`src/rtl/counter_8bit.sv`:
```
// Up/down counter with a programmable inclusive wrap limit, hold control and
// asynchronous active-low clear. The single count register drives the output.
module counter_8bit #(
  parameter int WIDTH = 8
) (
  input  logic             clk,
  input  logic             rst,
  input  logic             direction,
  input  logic [WIDTH-1:0] maxium,
  input  logic             pause,
  output logic [WIDTH-1:0] counter
);

  localparam logic [WIDTH-1:0] ONE  = WIDTH'(1);
  localparam logic [WIDTH-1:0] ZERO = '0;

  logic [WIDTH-1:0] count_q;
  logic [WIDTH-1:0] count_d;

  // Next-state rule: pause holds, up wraps on the >= compare (never on
  // arithmetic overflow), down wraps from 0 and clamps to a lowered limit.
  always_comb begin
    // NOTE: default first so every path assigns count_d and no latch is inferred.
    count_d = count_q;
    if (!pause) begin
      if (direction) begin
        if (count_q >= maxium) count_d = ZERO;
        else                   count_d = count_q + ONE;
      end else begin
        if (count_q == ZERO)       count_d = maxium;
        else if (count_q > maxium) count_d = maxium;
        else                       count_d = count_q - ONE;
      end
    end
  end

  // NOTE: sequential state uses non-blocking assignments; the clear is in the
  // sensitivity list so it acts without waiting for a clock edge.
  always_ff @(posedge clk or negedge rst) begin
    if (!rst) count_q <= ZERO;
    else      count_q <= count_d;
  end

  assign counter = count_q;

endmodule

```
`config.mk`:
```
export PLATFORM = sky130hd
export DESIGN_NAME = counter_8bit
export DESIGN_NICKNAME = d
export VERILOG_FILES = /design/src/rtl/counter_8bit.sv
export SDC_FILE = /design/constraint.sdc
export NUM_CORES = 1
export LEC_CHECK = 0
export ABC_CLOCK_PERIOD_IN_PS = 2840
export CORE_AREA = 3 3 50 52
export DETAILED_ROUTE_END_ITERATION = 12
export DIE_AREA = 0 0 53 55
export GPL_TIMING_DRIVEN = 0
export PLACE_DENSITY = 0.7
export SLEW_MARGIN = 40
export SYNTH_ARGS = -nofsm -noshare
export SYNTH_HDL_FRONTEND = slang
export SYNTH_SLANG_ARGS = --single-unit
```
`constraint.sdc`:
```
create_clock -name clk -period 2.84 [get_ports clk]
set_input_delay 0.568 -clock clk [delete_from_list [all_inputs] [get_ports clk]]
set_output_delay 0.568 -clock clk [all_outputs]
set_load 0.02 [all_outputs]
```
; ---- Yosys cells after proc, flatten, opt, wreduce, memory -nomap -nowiden
; Cells that the tools add are included.
[classes]
n_lt_le_gt_ge = 2
mux = 4
addsub = 2
n_reduce_logical = 1
[ops]
columns = cell, count
row1 = $mux W8, 4
row2 = $add A8 B1 Y8 const B, 1
row3 = $ge A8 B8 Y1, 1
row4 = $gt A8 B8 Y1, 1
row5 = $logic_not A8 Y1, 1
row6 = $sub A8 B1 Y8 const B, 1
[word_totals]
out_inout_bits = 8
in_bits = 12
register_bits = 8
word_cells = 10

; ---- Logic depth before layout (Yosys ltp)
; Gate-level depths: netlist of run 1.
[depth]
ltp_word = 4
ltp_mapped = 8
mapped_depth_nobuf = 8

; ---- Worst setup path after synthesis of run 1
; OpenSTA, ideal clock, no wires.
[synth_timing]
path_type = in2reg
from = in maxium[7]
to = reg count_q[1], in the netlist counter[1]
setup_time_ns = 0.083
required_ns = 2.757
cell_stages = 8
arrival_ns = 2.312
path_buffers = 0
setup_slack_ns = 0.445
path_cell_list = inv_1 ha_1 a21oi_1 o21a_1 nor2_1 nor3_2 mux2_2 o21ai_0
[synth_via]
elab_chain_cells = 4
elab_cells_between_ends = 6
classes_between = order compare: 2 / mux: 4
[synth_lines]
columns = element, line
row1 = from (decl), 9  ; input logic [WIDTH-1:0] maxium,
row2 = $gt A8 B8 Y1, 31  ; else if (count_q > maxium) count_d = maxium;
row3 = $mux W8, 31
row4 = $mux W8, 30  ; if (count_q == ZERO) count_d = maxium;
row5 = $mux W8 *, 26  ; if (direction) begin
row6 = to (signal assigned), 41  ; else count_q <= count_d;
row7 = to (decl), 17  ; logic [WIDTH-1:0] count_q;
; Every way passes the cells marked *; elsewhere a longest branch is shown, timed or not.
; A chain may end at the register's enable or synchronous reset.

; ---- Final worst setup path of run 1
[layout_timing]
from = in maxium[1]
to = reg count_q[1], in the netlist counter[1]
; Same word-level chain as after synthesis.

==> metrics.md, run 1 <==
| Metric | Value |
|---|---|
| Status | finished, final reports clean |
| RSZ-0062 raised after global routing | no |
| Die Wd | 53 µm |
| CP bufs+invs | 2 |
| Yosys synthesis warning count | 0 |
| Synth top area cells | dfrtp_1, ha_1, mux2i_1 |
| Crit Path Category | input pin to flip-flop |
| Setup repair bufs after CTS | 0 |
| Share of cells above drive strength 1 | 9.29% |
| FF+latch count, synth | 8 |
| Distinct cells, synth | 34 |
| Antenna-violating nets left | 0 |
| Fillers | 232 |
| Worst EP required | 3.03 ns |
| Startpoint types | input pin |
| CTS H-tree lvls | 1 |
| Max Clock Skew | 0.00191 ns |
| Die span in y | 55 µm |
| Initial antenna violation count | 0 |
| Syn avg cell area | 7.94 µm² |
| Worst Hold Class | input pin to async pin |
| Measured slew at the worst slew-check pin | 0.685 ns |
| Clk network pwr share | 8.2% |
| Largest net degree at the start of global routing | 10 |
| Place WS | -0.402 ns |
| Register Area | 200 µm² |
| Max Cap Violations | 0 |
| CP max stage cell | nor3_4 |
| Root buffer cell | clkbuf_4 |
| Gate Count Post-Synth | 119 |
| Vias in the first global route | 807 |
| Sw Share | 48.5% |
| Top delay family on crit path | simple AND/OR/NAND/NOR gates |
| Seq/Total Area, Yosys | 21.2% |
| DRC Markers | 0 |
| TNS Setup | 0 ns |
| Max reg flops | 8 |
| Initial Util | 44.0% |
| CP Data Arrival Time | 2.87 ns |
| Worst path max stage delay | 0.51 ns |
| Layout Utilization | 55.6% |
| Fin. Hold Viols | 0 |
| Clock Tree Buf Depth | 2 |
| Crit-path cells | clkdlybuf4s50_1, inv_1, ha_1, nor2b_1, o211ai_1, a21oi_1, nor3_4, mux2_2, o21ai_0 |
| Total number of vias | 932 |
| Via/cell ratio | 5.55 |
| FFs w/ async S/R, synth | 100% |
| CP startpoint | maxium[1] |
| TritonCTS Buffers | 3 |
| Final Instance Count excl. Fillers | 168 |
| Yosys top cell area share | 21.2% |
| Residual overflow from global routing | 0 |
| Pre-Repair DR Iteration Count | 4 |
| Fmax | 0.373 GHz |
| Hpwl dp | 1760 µm |
| DR iter-0 viols | 16 |
| Crit-path max FO | 9 |
| CTS tree | yes |
| Std-Cell Rows | 17 |
| Post-synth EDFFs | 0 |
| Fin crit share | 94.4% |
| Wire per inst | 13.8 µm |
| Io pins | 20 |
| N_diodes | 0 |
| Reg2reg start | counter[7] |
| P&R area growth vs syn | 26.4% |
| Leak | 0.539 nW |
| Final Critical Period | 2.68 ns |
| Reg clk slew, reported paths | 0.06 ns |
| Final WS setup | 0.159 ns |
| Cell total after placement | 165 |
| Commonest cells in the netlist | ha_1, inv_1, nand2_1 |
| Seq pwr share | 20.6% |
| PD cells | 999 nW/µm² |
| Mapped Nets | 142 |
| Core outline area | 2150 µm² |
| Clock sinks | 8 |
| Top-count cell post-synth | ha_1 |
| Worst setup EP type | flip-flop |
| Cell Int Power | 0.614 mW |
| First-pass GRT wire length | 3670 µm |
| Final wirelength | 2320 µm |
| Top FF cell, synth | dfrtp_1 |
| Leading area contributor after synthesis | dfrtp_1 |
| Placer Congestion | 0.855 |
| Worst-skew pair later-pin latency | 0.27 ns |
| # nets final | 165 |
| Post-Syn Area | 945 µm² |
| Die area | 2920 µm² |
| Port-buffer cells | 18 |
| Sw Pwr | 0.578 mW |
| Tot GR Track Use | 17.8% |
| Combinational share of power | 71.2% |
| VDD IR max | 0.554 mV |
| Area of the multi-input gates | 686 µm² |
| Final setup fails | 0 |
| Fin. max-slew vios | 0 |
| Slew headroom | 54.1% |
-- area by class of cell --
type | instances | share of cell area (%)
clock buffers | 3 | 1.89
plain buffers | 6 | 2.73
inverters | 10 | 3.14
well taps | 28 | 2.94
multi-input cells | 95 | 57.4
flip-flops and latches | 8 | 16.8
repair buffers | 18 | 15.1
-- cells by family (layout without fill, tap and decap cells) --
kind of cell | count (synthesis) | count (layout) | share of synthesized area, %
AOI/OAI and AO/OA | 28 | 28 | 17.7
xor gates and xnor gates | 6 | 6 | 5.56
and+or+nand+nor | 43 | 43 | 26.0
muxes | 7 | 7 | 7.55
buffers and inverters | 16 | 37 | 7.42
DFF | 8 | 8 | 21.2
adders and majority gates | 11 | 11 | 14.6
-- metrics by stage --
| stage | instance area, µm² | hold WS, ns | total power, mW |
|---|---|---|---|
| floorplan | 945 | 0.272 | 0.837 |
| global placement | 1160 | 0.608 | 1.07 |
| detailed placement | 1160 | 0.617 | 1.09 |
| CTS | 1190 | 0.620 | 1.20 |
| global route | 1190 | 0.637 | 1.30 |
| finish | 1190 | 0.602 | 1.19 |
-- path summary, 6_finish.rpt --
check | endpoint | slack [ns] | cells past startpoint
max in group asynchronous | counter[1] | 1.95 | 1
hold reg to reg | counter[0] | 0.64 | 1
setup / recovery | counter[1] | 0.16 | 9
setup reg to reg | counter[1] | 0.50 | 7
hold / removal | counter[3] | 0.60 | 1
min in group clk | counter[0] | 0.64 | 1
-- metal layers --
layer | vias up | track usage [%] | wire [µm]
met5 | - | 0 | 0
met4 | 0 | 11.1 | 82
met3 | 11 | 3.22 | 127
met2 | 28 | 28.3 | 1080
met1 | 423 | 22.3 | 1030
li1 | 470 | - | -
-- power by group through the flow --
stage / sequential (mW) / combinational, mW / clock (mW)
after detailed placement: 0.247 / 0.841 / 0
after CTS: 0.245 / 0.861 / 0.0968
after global placement: 0.248 / 0.820 / 0
final: 0.246 / 0.849 / 0.0975
after global routing: 0.255 / 0.936 / 0.104
after floorplan: 0.299 / 0.538 / 0
-- layout by cell type (no fill, tap or decap), types with 2 or more instances in the layout --
cell type        instances
a22oi_1                  2
clkbuf_1                 3
buf_2                    2
nor2b_1                  2
or2_2                    2
nand2b_1                 3
nand3_1                  2
nor3_1                   4
dfrtp_1                  8
clkdlybuf4s50_1         18
inv_1                   10
ha_1                    11
o31ai_1                  2
nand2_1                 10
mux2i_1                  6
clkbuf_4                 3
xnor2_1                  2
o21ai_0                  9
nand4_1                  4
a21oi_1                  8
o211ai_1                 3
nor2_1                   8
xor2_1                   4
-- worst register-to-register path: stages, from the launching register on --
cell,delay (ns)
dfrtp_1,0.47
ha_1,0.35
a21oi_1,0.17
o21a_1,0.22
nor2_1,0.10
nor3_4,0.43
mux2_2,0.39
o21ai_0,0.14
-- what timing repair did --
action	CTS	global route
hold buffers	0	0
endpoints found under the hold margin	0	0
pin swaps	0	1
gates resized for setup	2	0
setup endpoints to repair	4	1
(Power assumes the default switching activity.)
==> run 2, diff against run 1 <==
Settings changed: CELL_PAD_IN_SITES_DETAIL_PLACEMENT from default to 2, CELL_PAD_IN_SITES_GLOBAL_PLACEMENT from default to 2, CORE_AREA 3 3 50 52 to 3 3 62 64, DIE_AREA 0 0 53 55 to 0 0 65 67, PLACE_DENSITY 0.7 to default, PLACE_DENSITY_LB_ADDON from default to 0.1.
==> run 2 against run 1 <==
Core utilization decreased by 18 points. Combinational power increased by 13%. Worst setup slack about the same. Highest routed layer unchanged.
==> metrics.md, run 2 (synthesized netlist as in run 1, its figures left out) <==
| Metric | Value |
|---|---|
| Status | finished, final reports clean |
| Clk network pwr share | 7.7% |
| Antenna-violating nets left | 0 |
| P&R area growth vs syn | 33.2% |
| VDD IR max | 0.296 mV |
| Crit Path Category | input pin to flip-flop |
| Combinational share of power | 73.0% |
| Vias in the first global route | 1082 |
| N_diodes | 0 |
| Clock Tree Buf Depth | 2 |
| Startpoint types | input pin |
| RSZ-0062 raised after global routing | no |
| Hpwl dp | 2440 µm |
| Measured slew at the worst slew-check pin | 0.482 ns |
| First-pass GRT wire length | 5510 µm |
| Cell Int Power | 0.667 mW |
| Reg clk slew, reported paths | 0.07 ns |
| Die span in y | 67 µm |
| Pre-Repair DR Iteration Count | 4 |
| Fin crit share | 94.4% |
| Worst-skew pair later-pin latency | 0.27 ns |
| Placer Congestion | 0.715 |
| PD cells | 1040 nW/µm² |
| Initial antenna violation count | 0 |
| Sw Share | 49.1% |
| Initial Util | 28.3% |
| Sw Pwr | 0.643 mW |
| Max Cap Violations | 0 |
| DR iter-0 viols | 14 |
| Io pins | 20 |
| CP Data Arrival Time | 2.87 ns |
| TritonCTS Buffers | 3 |
| Commonest non-fill, non-tap cell in the layout | clkdlybuf4s50_1 |
| Via/cell ratio | 5.09 |
| Wire per inst | 17.0 µm |
| DRC Markers | 0 |
| Final Critical Period | 2.68 ns |
| Root buffer cell | clkbuf_4 |
| Reg2reg path depth | 8 |
| Fin. Hold Viols | 0 |
| Worst Hold Class | input pin to async pin |
| Largest net degree at the start of global routing | 10 |
| Seq pwr share | 19.3% |
| # nets final | 169 |
| Std-Cell Rows | 21 |
| Slew headroom | 67.7% |
| Crit-path max FO | 5 |
| Port-buffer cells | 18 |
| CTS H-tree lvls | 1 |
| Clock sinks | 8 |
| Fin. max-slew vios | 0 |
| Leak | 0.557 nW |
| Core outline area | 3340 µm² |
| Dpl cell area | 1190 µm² |
| Cell total after placement | 183 |
| CTS tree | yes |
| Max Clock Skew | 0.00366 ns |
| Die Wd | 65 µm |
| Total number of vias | 968 |
| Finished Cell Area | 1260 µm² |
| Fillers | 396 |
| Fmax | 0.373 GHz |
| Worst setup EP type | flip-flop |
| Worst EP required | 3.03 ns |
| Die area | 4360 µm² |
| Final wirelength | 3230 µm |
| Tot GR Track Use | 16.9% |
| Final setup fails | 0 |
| TNS Setup | 0 ns |
| Share of cells above drive strength 1 | 12.5% |
| Final Instance Count excl. Fillers | 190 |
| Most frequent cells in the layout | clkdlybuf4s50_1, ha_1, inv_1, nand2_1, o21ai_0 |
| # hold bufs at CTS | 0 |
| Max reg flops | 8 |
| Residual overflow from global routing | 0 |
| Final Power | 1.31 mW |
[run 2: cell count changes in the layout (fill, tap and decap cells not counted)]
cell	delta
buf_4	+4
a31oi_1	-1
a31oi_2	+1
nor3_2	-1
nor3_4	+1
[run 2: timing repair]
| action | 4_1_cts | 5_1_grt |
|---|---|---|
| setup endpoints to repair | 0 | 8 |
| resized for setup | 0 | 2 |
| buffers inserted | 0 | 4 |
| endpoints found under the hold margin | 0 | 0 |
[run 2: per-layer routing]
| metal | part of all wire [%] | vias to the layer above | global-route usage, % |
|---|---|---|---|
| met4 | 1.1 | 0 | 3.96 |
| met5 | 0 | - | 0 |
| met1 | 45 | 473 | 20.7 |
| li1 | - | 475 | - |
| met2 | 50 | 16 | 30.7 |
| met3 | 4.0 | 4 | 2.53 |
[run 2: final timing paths]
| kind | startpoint | endpoint | slack [ns] |
|---|---|---|---|
| hold / removal | rst | counter[5] | 0.62 |
| hold reg to reg | counter[0] | counter[0] | 0.63 |
| setup reg to reg | counter[7] | counter[0] | 0.45 |
| min in group clk | counter[0] | counter[0] | 0.63 |
| max in group asynchronous | rst | counter[1] | 1.90 |
| setup / recovery | maxium[7] | counter[0] | 0.16 |
[run 2: cell type report]
| class | instances | area (µm²) | area share (%) |
|---|---|---|---|
| multi-input cells | 95 | 698 | 55.5 |
| repair buffers | 22 | 210 | 16.7 |
| flip-flops and latches | 8 | 200 | 15.9 |
| well taps | 46 | 57.6 | 4.57 |
| inverters | 10 | 37.5 | 2.98 |
| plain buffers | 6 | 32.5 | 2.58 |
| clock buffers | 3 | 22.5 | 1.79 |
[run 2: worst max-delay path, stage by stage]
cell	delay, ns
clkdlybuf4s50_1	0.49
inv_1	0.05
ha_1	0.31
nand4_1	0.21
nand2b_1	0.21
a21oi_1	0.25
nor3_4	0.10
buf_4	0.15
or3b_1	0.34
a32oi_1	0.19
[run 2: stage by stage]
stage | worst slack (ns) | util, % | hold slack (ns)
after floorplan | 0.445 | - | 0.272
after global placement | -0.457 | 35.4 | 0.605
after detailed placement | -0.263 | 35.8 | 0.617
after CTS | 0.0109 | 36.4 | 0.629
after global routing | 0.0139 | 37.7 | 0.642
final | 0.158 | 37.7 | 0.617
[run 2: power by group through the flow]
stage / Combinational, mW / Clock (mW) / Sequential [mW]
2_1_floorplan: 0.538 / 0 / 0.299
5_1_grt: 1.07 / 0.109 / 0.269
6_report: 0.956 / 0.101 / 0.253
3_5_place_dp: 0.891 / 0 / 0.255
4_1_cts: 0.901 / 0.104 / 0.254
3_3_place_gp: 0.851 / 0 / 0.253
